### config.mk
export PLATFORM = sky130hd
export DESIGN_NAME = actor_trigger
export DESIGN_NICKNAME = d
export VERILOG_FILES = /design/src/rtl/actor_trigger_pkg.sv /design/src/rtl/actor_trigger.sv
export SDC_FILE = /design/constraint.sdc
export NUM_CORES = 1
export LEC_CHECK = 0
export CAP_MARGIN = 30
export CORE_UTILIZATION = 42
export DETAILED_ROUTE_END_ITERATION = 12
export GPL_ROUTABILITY_DRIVEN = 0
export GPL_TIMING_DRIVEN = 0
export PLACE_DENSITY_LB_ADDON = 0.3
export SLEW_MARGIN = 40
export SYNTH_ARGS = -nofsm -noshare
export SYNTH_HDL_FRONTEND = slang
export SYNTH_SLANG_ARGS = --single-unit
### constraint.sdc
create_clock -name ap_clk -period 5.3 [get_ports ap_clk]
set_input_delay 1.325 -clock ap_clk [delete_from_list [all_inputs] [get_ports ap_clk]]
set_output_delay 1.325 -clock ap_clk [all_outputs]
set_load 0.01 [all_outputs]
### src/rtl/actor_trigger_pkg.sv
// Types shared by every trigger flavour: HLS actor return codes, the trigger
// FSM state encoding, the trigger flavour tag and the sleep timer width.
package TriggerTypes;

   localparam int TRIGGER_TIMER_W = 8;

   typedef enum logic [31:0] {
      RET_IDLE        = 32'd0,
      RET_WAIT_INPUT  = 32'd1,
      RET_WAIT_OUTPUT = 32'd2,
      RET_WAIT_INOUT  = 32'd3,
      RET_EXECUTED    = 32'd4
   } return_t;

   typedef enum logic [2:0] {
      ST_IDLE,
      ST_LAUNCH,
      ST_CHECK,
      ST_SLEEP,
      ST_SYNC_LAUNCH,
      ST_SYNC_CHECK,
      ST_SYNC_EXEC,
      ST_SYNC_WAIT
   } state_t;

   typedef enum logic [1:0] {
      MODE_ACTOR_TRIGGER,
      MODE_CYCLE_TRIGGER,
      MODE_STATIC_TRIGGER
   } mode_t;

   // Only an explicit EXECUTED counts as progress; every other code stalls.
   function automatic logic made_progress(input logic [31:0] ret);
      return ret == RET_EXECUTED;
   endfunction

endpackage

### src/rtl/actor_trigger.sv
// Per-actor launch controller (ACTOR_TRIGGER flavour): relaunches the actor,
// sleeps on stalls and joins the network-wide sleep/sync termination round.
module actor_trigger
   import TriggerTypes::*;
#(
   parameter int SLEEP_CYCLES = 15
) (
   input  logic        ap_clk,
   input  logic        ap_rst,
   input  logic        ap_start,
   output logic        ap_done,
   output logic        ap_idle,
   output logic        ap_ready,
   output logic        actor_start,
   input  logic        actor_ready,
   input  logic        actor_done,
   input  logic        actor_idle,
   input  logic [31:0] actor_return,
   input  logic        all_sleep,
   input  logic        all_sync,
   input  logic        all_sync_wait,
   output logic        sleep,
   output logic        sync_wait,
   output logic        sync_exec
);

   localparam logic [TRIGGER_TIMER_W-1:0] SLEEP_LOAD = TRIGGER_TIMER_W'(SLEEP_CYCLES - 1);

   state_t                     state;
   logic [TRIGGER_TIMER_W-1:0] timer;
   logic [31:0]                last_ret;

   // actor_start is raised on every entry into a launch state and held until
   // the actor accepts it; ap_done is a one-cycle pulse on termination.
   always_ff @(posedge ap_clk) begin
      if (ap_rst) begin
         state       <= ST_IDLE;
         timer       <= '0;
         last_ret    <= RET_IDLE;
         actor_start <= 1'b0;
         ap_done     <= 1'b0;
      end else begin
         ap_done <= 1'b0;
         if (actor_done) begin
            last_ret <= actor_return;
         end
         case (state)
            ST_IDLE: begin
               if (ap_start) begin
                  state       <= ST_LAUNCH;
                  actor_start <= 1'b1;
               end
            end
            ST_LAUNCH, ST_SYNC_LAUNCH: begin
               if (actor_ready) begin
                  actor_start <= 1'b0;
               end
               if (actor_done) begin
                  state <= (state == ST_LAUNCH) ? ST_CHECK : ST_SYNC_CHECK;
               end
            end
            ST_CHECK: begin
               if (made_progress(last_ret)) begin
                  state       <= ST_LAUNCH;
                  actor_start <= 1'b1;
               end else begin
                  state <= ST_SLEEP;
                  timer <= SLEEP_LOAD;
               end
            end
            // A network-wide sleep outranks the local retry timer.
            ST_SLEEP: begin
               if (all_sleep) begin
                  state       <= ST_SYNC_LAUNCH;
                  actor_start <= 1'b1;
               end else if (timer == '0) begin
                  state       <= ST_LAUNCH;
                  actor_start <= 1'b1;
               end else begin
                  timer <= timer - 1'b1;
               end
            end
            ST_SYNC_CHECK: begin
               state <= made_progress(last_ret) ? ST_SYNC_EXEC : ST_SYNC_WAIT;
            end
            ST_SYNC_EXEC: begin
               if (all_sync) begin
                  state       <= ST_LAUNCH;
                  actor_start <= 1'b1;
               end
            end
            // Termination wins when everyone stalled in the same round.
            ST_SYNC_WAIT: begin
               if (all_sync_wait) begin
                  state   <= ST_IDLE;
                  ap_done <= 1'b1;
               end else if (all_sync) begin
                  state       <= ST_LAUNCH;
                  actor_start <= 1'b1;
               end
            end
            default: begin
               state       <= ST_IDLE;
               actor_start <= 1'b0;
            end
         endcase
      end
   end

   assign ap_ready  = ap_done;
   assign ap_idle   = (state == ST_IDLE);
   assign sleep     = (state == ST_SLEEP);
   assign sync_wait = (state == ST_SYNC_WAIT);
   assign sync_exec = (state == ST_SYNC_EXEC);

   // The actor must complete in the same cycle it reports ready, while busy.
   a_done_with_ready : assert property (@(posedge ap_clk) disable iff (ap_rst)
      actor_done |-> actor_ready);
   a_done_while_busy : assert property (@(posedge ap_clk) disable iff (ap_rst)
      actor_done |-> !actor_idle);
   a_start_in_launch : assert property (@(posedge ap_clk) disable iff (ap_rst)
      actor_start |-> (state == ST_LAUNCH || state == ST_SYNC_LAUNCH));
   a_timer_bounded   : assert property (@(posedge ap_clk) disable iff (ap_rst)
      timer <= SLEEP_LOAD);

endmodule

Word-level counts from Yosys, hierarchy flattened
Cells that the tools add are included.

operators by class
  shifts and indexed selects = 0
  order comparisons = 0
  div/mod/pow operators = 0
  add/subtract/negate cells = 1
  reductions and logical operators = 9
  bitwise operators = 1
  equal/unequal tests = 17
  multiplexer cells = 23
  $mul = 0

operator list
  operator               number
  $eq A32 B3 Y1 const B  1
  $mux W8                3
  $mux W3                7
  $pmux W3 S7            1
  $ne A2 B2 Y1 const B   8
  $pmux W8 S2            1
  $eq A3 B3 Y1 const B   4
  $mux W1                9
  $logic_not A8 Y1       1
  $sub A8 B1 Y8 const B  1
  $eq A3 B2 Y1 const B   2
  $pmux W1 S6            1
  $reduce_and A6 Y1      1
  $reduce_bool A6 Y1     1
  $reduce_and A4 Y1      1
  $reduce_or A2 Y1       2
  $eq A3 B1 Y1 const B   1
  $logic_not A3 Y1       1
  $ne A3 B2 Y1 const B   1
  $reduce_and A3 Y1      1
  $mux W2                1
  $reduce_bool A2 Y1     1
  $not A1 Y1             1

word-level totals
  bits in writable memories = 0
  output and inout bits = 7
  ROM bits = 0
  latch bits = 0
  memories = 0
  register bits after elaboration = 45

Longest topological paths before layout
Gate-level depths: netlist (run 1).

  word-level depth = 4
  depth in mapped cells = 6
  mapped depth without buffers = 6

Worst setup path before layout (run 1)
No wires, ideal clock.

  path type = input to register
  start point = in all_sleep
  end point = reg timer[6]
  path buffers = 1
  arrival time = 2.320 ns
  data required time = 5.214 ns
  cell stages on the path = 5
  path slack = 2.894 ns
  cell sequence = and4bb_2 buf_4 nand4b_1 or3_1 a211oi_1

on the way
  longest elaborated chain between the ends = 2

RTL lines
  item                         line                 RTL
  start: declaration           actor_trigger.sv:19  input logic all_sleep,
  $ne A2 B2 Y1 (no line)       --
  $reduce_and A4 Y1 (no line)  --
  end signal: assignment       actor_trigger.sv:80  timer <= timer - 1'b1;
  end: declaration             actor_trigger.sv:30  logic [TRIGGER_TIMER_W-1:0] timer;

Every way passes these cells.
A chain may end at the register's enable or synchronous reset.

Final worst setup path (run 1)
  start point = reg state[2]
  end point = out sleep

on the way
  longest elaborated chain between the ends = 1

RTL lines
  item                      line                  RTL
  start: declaration        actor_trigger.sv:29   state_t state;
  start signal: assignment  actor_trigger.sv:59   state <= (state == ST_LAUNCH) ? ST_CHECK : ST_SYNC_CHECK;
  start signal: assignment  actor_trigger.sv:84   state <= made_progress(last_ret) ? ST_SYNC_EXEC : ST_SYNC_WAIT;
  $eq A3 B2 Y1              actor_trigger.sv:112  assign sleep = (state == ST_SLEEP);
  end: declaration          actor_trigger.sv:22   output logic sleep,

Every way passes these cells.

==> results of run 1 <==
## registers in the layout (all words and copies together), names as in the netlist
| register | flops |
|---|---|
| last_ret | 32 |
| state | 3 |
| ap_done | 1 |
| actor_start | 1 |
| timer | 8 |
## power by group through the flow
stage | sequential, mW | clock [mW] | combinational, mW
floorplan | 0.375 | 0 | 0.0771
global placement | 0.376 | 0 | 0.127
detailed placement | 0.377 | 0 | 0.128
CTS | 0.369 | 0.219 | 0.129
global route | 0.372 | 0.239 | 0.141
finish | 0.369 | 0.213 | 0.128
## final cells by class
type	instances	area, sq um
Clock buffer	6	82.58
Clock inverter	1	7.507
Tap cell	67	83.83
Inverter	7	26.28
Buffer	15	70.07
Timing Repair Buffer	44	440.4
Multi-Input combinational cell	155	1059
Sequential cell	45	900.9
Fill cell	422	2053
## logic make-up (layout without fill, tap and decap cells)
| family | Yosys count | in the layout | share of synthesized area |
|---|---|---|---|
| adder cells (fa/ha/maj) | 2 | 2 | 0.01217 |
| buffers and inverters | 22 | 73 | 0.04686 |
| AND/OR/NAND/NOR | 84 | 84 | 0.2015 |
| multiplexers | 36 | 36 | 0.1759 |
| AO/OA/AOI/OAI | 29 | 29 | 0.1083 |
| XOR/XNOR | 4 | 4 | 0.01705 |
| flip-flops | 45 | 45 | 0.4382 |
## worst max-delay path, stage by stage, from the launching register on
cell	delay [ps]
dfxtp_1	380
clkbuf_1	250
nor2_1	310
clkdlybuf4s50_1	600
## synth_stat cells (all sizes together), types with 3 or more instances
master	count	area (sq um)
nor4	7	43.79
nand4	3	18.77
buf	7	40.03
nor2b	3	18.77
nor2	42	157.7
mux2i	35	350.3
nand2	7	26.28
clkbuf	8	30.03
inv	7	26.28
a21oi	6	30.03
dfxtp	45	900.9
o21ai	6	30.02
nor3	10	50.05
## metal layers
metal / up-vias / wire length [um]
met4: 0 / 63
met3: 7 / 183
met5: - / 0
met1: 804 / 2053
li1: 887 / -
met2: 40 / 1932
## path summary, 6_finish.rpt
check / start / endpoint / slack, ps / depth (start not counted)
setup / recovery: state[2]$_SDFFE_PP0P_ / sleep / 2140 / 3
hold / removal: actor_start$_SDFFE_PP0P_ / actor_start$_SDFFE_PP0P_ / 480 / 2
setup reg to reg: timer[0]$_SDFFE_PP0P_ / state[2]$_SDFFE_PP0P_ / 3420 / 6
hold reg to reg: actor_start$_SDFFE_PP0P_ / actor_start$_SDFFE_PP0P_ / 480 / 2
## per-stage QoR
step,util,total power [mW],setup slack (ps)
2_1_floorplan,-,0.4520,2894
3_3_place_gp,0.5462,0.5039,2303
3_5_place_dp,0.5462,0.5055,2266
4_1_cts,0.5653,0.7173,2132
5_1_grt,0.5653,0.7510,2063
6_report,0.5653,0.7110,2143
==> results_dict.tcl, run 1 <==
set metrics [dict create \
    antennaDiodeCount 0 \
    wl_mm 4.234 \
    power_switching_mw 0.1802 \
    hold_violations 0 \
    stdcell_area_sq_mm 0.002670 \
    clock_power_share 0.300 \
    max-clock-path-buffers 2 \
    start_kind "register" \
    die_w_um 71.96 \
    worst_ir_drop_vdd_mv 0.2074 \
    grt_max_degree 14 \
    relSlewSlack 0.6300 \
    fin_setup_tns_ps 0 \
    grtUsageMet2 0.2736 \
    status "complete, no violations" \
    slew_violations 0 \
    vias_per_cell 5.112 \
    final_cell_mix "dfxtp_1 (45), clkdlybuf4s50_1 (44), nor2_1 (42)" \
    synth_cells 222 \
    clock-sinks 45 \
    portBuffers 44 \
    coreArea_sq_mm 0.004723 \
    worst-setup-path-type "register to primary output" \
    sw_frac_of_total 0.2535 \
    worstPathArrival_ps 1830 \
    syn-cell-area_sq_mm 0.002056 \
    tritoncts "built" \
    hold_class "register to register" \
    synth_edf_count 0 \
    worstPathRequired_ps 3970 \
    drt_iter0_markers 105 \
    path_clk_slew_ps 80 \
    whs_ps 481.0 \
    critPathCaptureType "primary output" \
    power.share.combinational 0.181 \
    timing.fmax_ghz 0.3168 \
    vias 1738 \
    die-area_sq_mm 0.005178 \
    tightestPinTransition_ps 549.3 \
    syn-num-nets 265 \
    min_period_over_period 0.5956 \
    fin_nets 316 \
    die_h_um 71.96 \
    final_common_cell "dfxtp_1" \
    rsz0062_at_grt "false" \
    drc 0 \
    async_flop_share 0 \
    antenna_found_initial 0 \
    synth_seq_area_share 0.4382 \
    grt-ovfl-total 0 \
    start_util 0.4352 \
    cts_setup_buffers 0 \
    syn_avg_cell_area_sq_um 9.260 \
    syn_to_final_growth_pct 29.88 \
    yosys_register_bits 45 \
    wl_per_cell_um 12.45 \
    grtUsageMet3 0.05000 \
    root_buffer "clkbuf_8" \
    synth_cell_types 42 \
    post_cts_resized 0 \
    cts_hold_buf 0 \
    track_usage 0.1743 \
    power.internal_mw 0.5307 \
    seq_power_share 0.520 \
    dp_cells 333 \
    finalClockSkew_ps 3.618 \
    final_cells 340 \
    num_rows 25 \
    maxCapViolations 0 \
    cellPowerDensity_mw_per_mm2 266.3 \
    grt_pass1_wl_mm 6.996 \
    clk_latency_ps 290 \
    setup_viol 0 \
    cts_buffers 5 \
    gr-max-usage-layer "met2" \
    crit_fanout 10 \
    boundaryPins 48 \
    period_needed_ps 3157 \
    hpwl_mm 3.069 \
    ys_warn_count 0 \
    drive_above_1_share 0.07326 \
    ant_nets 0 \
    dominantRegCellSynth "dfxtp_1" \
    grt_pass1_vias 1590 \
    grt_use_met1 0.2268 \
    placed_area_sq_mm 0.002580 \
    leakage_nw 1.061 \
    dr.pass1.iters 4 \
    ctsHtreeMaxLevel 2 \
]
No activity file was read; power rests on OpenSTA's default activity.
==> inputs of run 2 (changes only) <==
Clock period 5.3 ns to 2.6 ns, I/O delays scaled along.
==> results of run 2 <==
Same layout as run 1 (identical final DEF). Status: complete, no violations.
Among the figures that moved: setup slack after placement 2266 ps -> 241.4 ps; setup slack after layout 2143 ps -> 118.4 ps; register-to-register setup slack 3420 ps -> 720 ps; total power 0.7110 mW -> 1.449 mW; worst IR drop on VDD 0.2074 mV -> 0.4228 mV
==> patch 1: new RTL, settings of run 2 <==
Change the package constant `TRIGGER_TIMER_W` from 8 to 7.
--- a/src/rtl/actor_trigger_pkg.sv
+++ b/src/rtl/actor_trigger_pkg.sv
@@ -2,7 +2,7 @@
 // FSM state encoding, the trigger flavour tag and the sleep timer width.
 package TriggerTypes;
 
-   localparam int TRIGGER_TIMER_W = 8;
+   localparam int TRIGGER_TIMER_W = 7;
 
    typedef enum logic [31:0] {
       RET_IDLE        = 32'd0,
Function: no difference found for any inputs over 10 cycles, from zero or initial values and one cycle with ap_rst high; that may be too few to reach the edited logic, so the function may still have changed.
==> patch 1 against run 2 <==
Final cell count is 8.8% lower. Design area is 4.0% lower. Worst setup slack better by 0.097 ns. Sequential cell count is 1 lower. Synthesized area is 5.5% lower. Wire length is 11% lower.
Power is not compared: it rests on default switching activity, and its combinational part moved more than twofold at a synthesized area within 25%.
==> patch 1: results (changes against run 2) <==
Top_reg_cell synth: dfxtp_1
Largest net degree at the start of global routing: 15 (+1)
First-pass GRT wire length: 6960 um (-0.49%)
Seq/Total Area, Yosys: 0.454 (+0.0154)
Non-Clock Inverter Count: 6 (-1)
CTS Root Cell: clkbuf_8
CLK BUF: 5 (-1)
XOR/XNOR share of the synthesized area: 0.0226 (+0.00551)
Hold_sp: last_ret[4]
Slew @ Worst Pin: 0.709 ns (+0.159 ns)
Area contributors post-synth: dfxtp_1 (45%), mux2i_1 (19%), nor2_1 (7.7%)
Crit path arrival time: 1.73 ns (-0.10 ns)
Post-synthesis mux area share: 0.186 (+0.00967)
Plain + repair buffers: 57 (-3.4%)
Pre-CTS setup slack: 0.0540 ns (-0.187 ns)
NonClk Buf Share: 0.199 (+0.00754)
WL/cell: 12.2 um (-2.1%)
Slowest CP cell: clkdlybuf4s50_1
M2 GR Usage: 0.274 (about the same)
DRT iter0 DRCs: 68 (-35%)
Post-synthesis adder-cell area fraction: 0.0129 (+0.000714)
Clock skew: 0.00626 ns (+0.00265 ns)
Antenna Cells: 0 (unchanged)
Layout cells sized above 1: 0.0620 (-0.0112)
Register Area: 881 um^2 (-2.2%)
Post-synth ARST share: 0 (unchanged)
Layout Nets: 300 (-5.1%)
Synth Area in Compound Gates: 0.0799 (-0.0284)
R2r setup slk: 0.44 ns (-0.28 ns)
Max stage delay on crit path: 0.53 ns (-0.07 ns)
Worst Path Max Fanout: 10 (unchanged)
Routed length on met3: 199 um (+8.7%)
FF-to-FF Start: state[0]
Maximum clock path buffer count: 2 (unchanged)
Multi-input gates: 143 (-7.7%)
WHS Endpoint: last_ret[4]
#FFs+latches synth: 44 (-2.2%)
Most frequent cells after synthesis: dfxtp_1 (44), nor2_1 (40), mux2i_1 (36)
Total track usage: 0.178 (+0.00329)
Fill cells: 401 (-5.0%)
Post-Layout Cell Count: 310 (-8.8%)
DP HPWL: 2860 um (-6.9%)
Worst R2R End: timer[5]
Met3 usage: 0.0519 (+0.00195)
I/O Buffers: 45 (+2.3%)
Gate Count Post-Synth: 207 (-6.8%)
GRT met1 Usage: 0.232 (+0.00530)
Biggest regs: last_ret x32, timer x7, state x3
WL met2: 1620 um (-16%)
Clk Latency, worst-skew pair: 0.30 ns
Multi-input logic area: 973 um^2 (-8.0%)
Library cells used by synthesis: 37 (-12%)
WL met1: 1890 um (-7.7%)
Mean number of vias per cell: 5.08 (-0.55%)
Vias in the first global route: 1594 (+0.25%)
ClkCell Share: 0.0435 (+0.00972)
Run status: finished, final reports clean
Peak supply drop: 0.424 mV
Syn nets: 250 (-5.7%)
==> patch 1: through the flow <==
step	cell area, um^2	hold WS, ns
floorplan	1940	0.450
global placement	2460	0.469
detailed placement	2460	0.483
CTS	2570	0.494
global route	2560	0.526
finish	2560	0.497
==> patch 1: worst max path at each step <==
stage          slack [ns]  cells past startpoint       from   endpoint
6_report             0.22                      4   state[1]  sync_exec
5_1_grt              0.09                      4   state[1]  sync_exec
4_1_cts              0.03                      5   state[2]  sync_exec
3_5_place_dp         0.05                      5  all_sleep   timer[5]
3_3_place_gp         0.04                      5  all_sleep   timer[5]
2_1_floorplan        0.64                      6   timer[0]   timer[5]
==> patch 1: what timing repair did <==
action                     CTS  global route
setup endpoints to repair    0             2
hold endpoints to repair     0             0
gates resized for setup      0             2
setup buffers                0             0
hold buffers                 0             0
==> patch 1: power breakdown <==
part,internal (mW),switching [mW]
combinational,0.323,0.335
clock,0.284,0.233
sequential,0.753,0.0596
==> patch 2: new RTL, config.mk and constraints of run 2 <==
Made on the original files. Register the outputs `sync_wait` and `sync_exec`, with the module's reset; this adds one clock of latency there. The other outputs are not delayed to match.
--- a/src/rtl/actor_trigger.sv
+++ b/src/rtl/actor_trigger.sv
@@ -110,8 +110,15 @@
    assign ap_ready  = ap_done;
    assign ap_idle   = (state == ST_IDLE);
    assign sleep     = (state == ST_SLEEP);
-   assign sync_wait = (state == ST_SYNC_WAIT);
-   assign sync_exec = (state == ST_SYNC_EXEC);
+   always_ff @(posedge ap_clk) begin
+      if (ap_rst) begin
+         sync_wait <= '0;
+         sync_exec <= '0;
+      end else begin
+         sync_wait <= (state == ST_SYNC_WAIT);
+         sync_exec <= (state == ST_SYNC_EXEC);
+      end
+   end
 
    // The actor must complete in the same cycle it reports ready, while busy.
    a_done_with_ready : assert property (@(posedge ap_clk) disable iff (ap_rst)
Behaviour: not the same (a bounded check fails within 10 cycles, from zero or initial values and one cycle with ap_rst high).
==> patch 2 against run 2 <==
Wire length shrank 6.4%. Synthesized area decreased by 1.4%. Clock power rose by 2%. Worst setup slack better by 0.13 ns. Sequential cell count is 2 higher. Die area decreased by 1.4%. Maximum frequency grew 5.4%. Critical endpoint is now ap_idle. Power hardly changed. Design area fell by 1.5%.
==> patch 2: results (changes against run 2) <==
Placed Area: 0.00254 mm^2 (-1.5%)
Seq/Total Area, Yosys: 0.464 (+0.0260)
First-pass GRT wire length: 6750 um (-3.5%)
Vias in the first global route: 1561 (-1.8%)
Flip-flop and latch count: 47 (+4.4%)
Max stage delay on crit path: 0.49 ns (-0.11 ns)
R2R cell count: 7 (+1)
Syn nets: 258 (-2.6%)
NonClk Buf Share: 0.194 (+0.00300)
Non-Clock Inverter Count: 6 (-1)
Post-synthesis mux area share: 0.169 (-0.00738)
WHS Endpoint: last_ret[10]
Crit path arrival time: 1.70 ns (-0.13 ns)
Post-synthesis adder-cell area fraction: 0.0173 (+0.00511)
Run status: finished, final reports clean
Via count: 1657 (-4.7%)
Fill cells: 431 (+2.1%)
Plain + repair buffers: 58 (-1.7%)
Clock skew: 0.00835 ns (+0.00474 ns)
P_clk: 441 uW (+2%)
Gate Count Post-Synth: 215 (-3.2%)
Design area: 0.00263 mm^2 (-1.5%)
XOR/XNOR share of the synthesized area: 0.0302 (+0.0132)
Pleak: 1.06 nW (+0.14%)
Fin Hold WS: 0.504 ns (+0.0232 ns)
Layout Nets: 309 (-2.2%)
Hold_sp: last_ret[10]
Comb power: 227 uW (-13%)
Area contributors post-synth: dfxtp_1 (46%), mux2i_1 (16%), nor2_1 (8.1%)
DP HPWL: 2990 um (-2.6%)
-- patch 2: worst max path at each step --
stage                     cells after the start      from  slack, ns            to
after floorplan                               7  timer[0]       0.81      timer[4]
after global placement                        4    ap_rst       0.32  last_ret[21]
after detailed placement                      4    ap_rst       0.33  last_ret[11]
after CTS                                     4  state[2]       0.01         sleep
after global routing                          3  state[0]       0.14       ap_idle
final                                         3  state[0]       0.25       ap_idle
-- patch 2: kinds of logic (layout without fill, tap and decap cells) --
logic type / after synthesis / in the layout
AND/OR/NAND/NOR: 82 / 82
flip-flops: 47 / 47
multiplexers: 34 / 34
AO/OA/AOI/OAI: 22 / 22
buffers and inverters: 20 / 72
XOR/XNOR: 7 / 7
adder cells (fa/ha/maj): 3 / 3
-- patch 2: routing by layer --
layer,share of wire,track usage,vias up
met5,0,0,-
met1,0.48,0.212,752
met2,0.45,0.273,51
li1,-,-,846
met4,0.016,0.0654,0
met3,0.051,0.0422,8
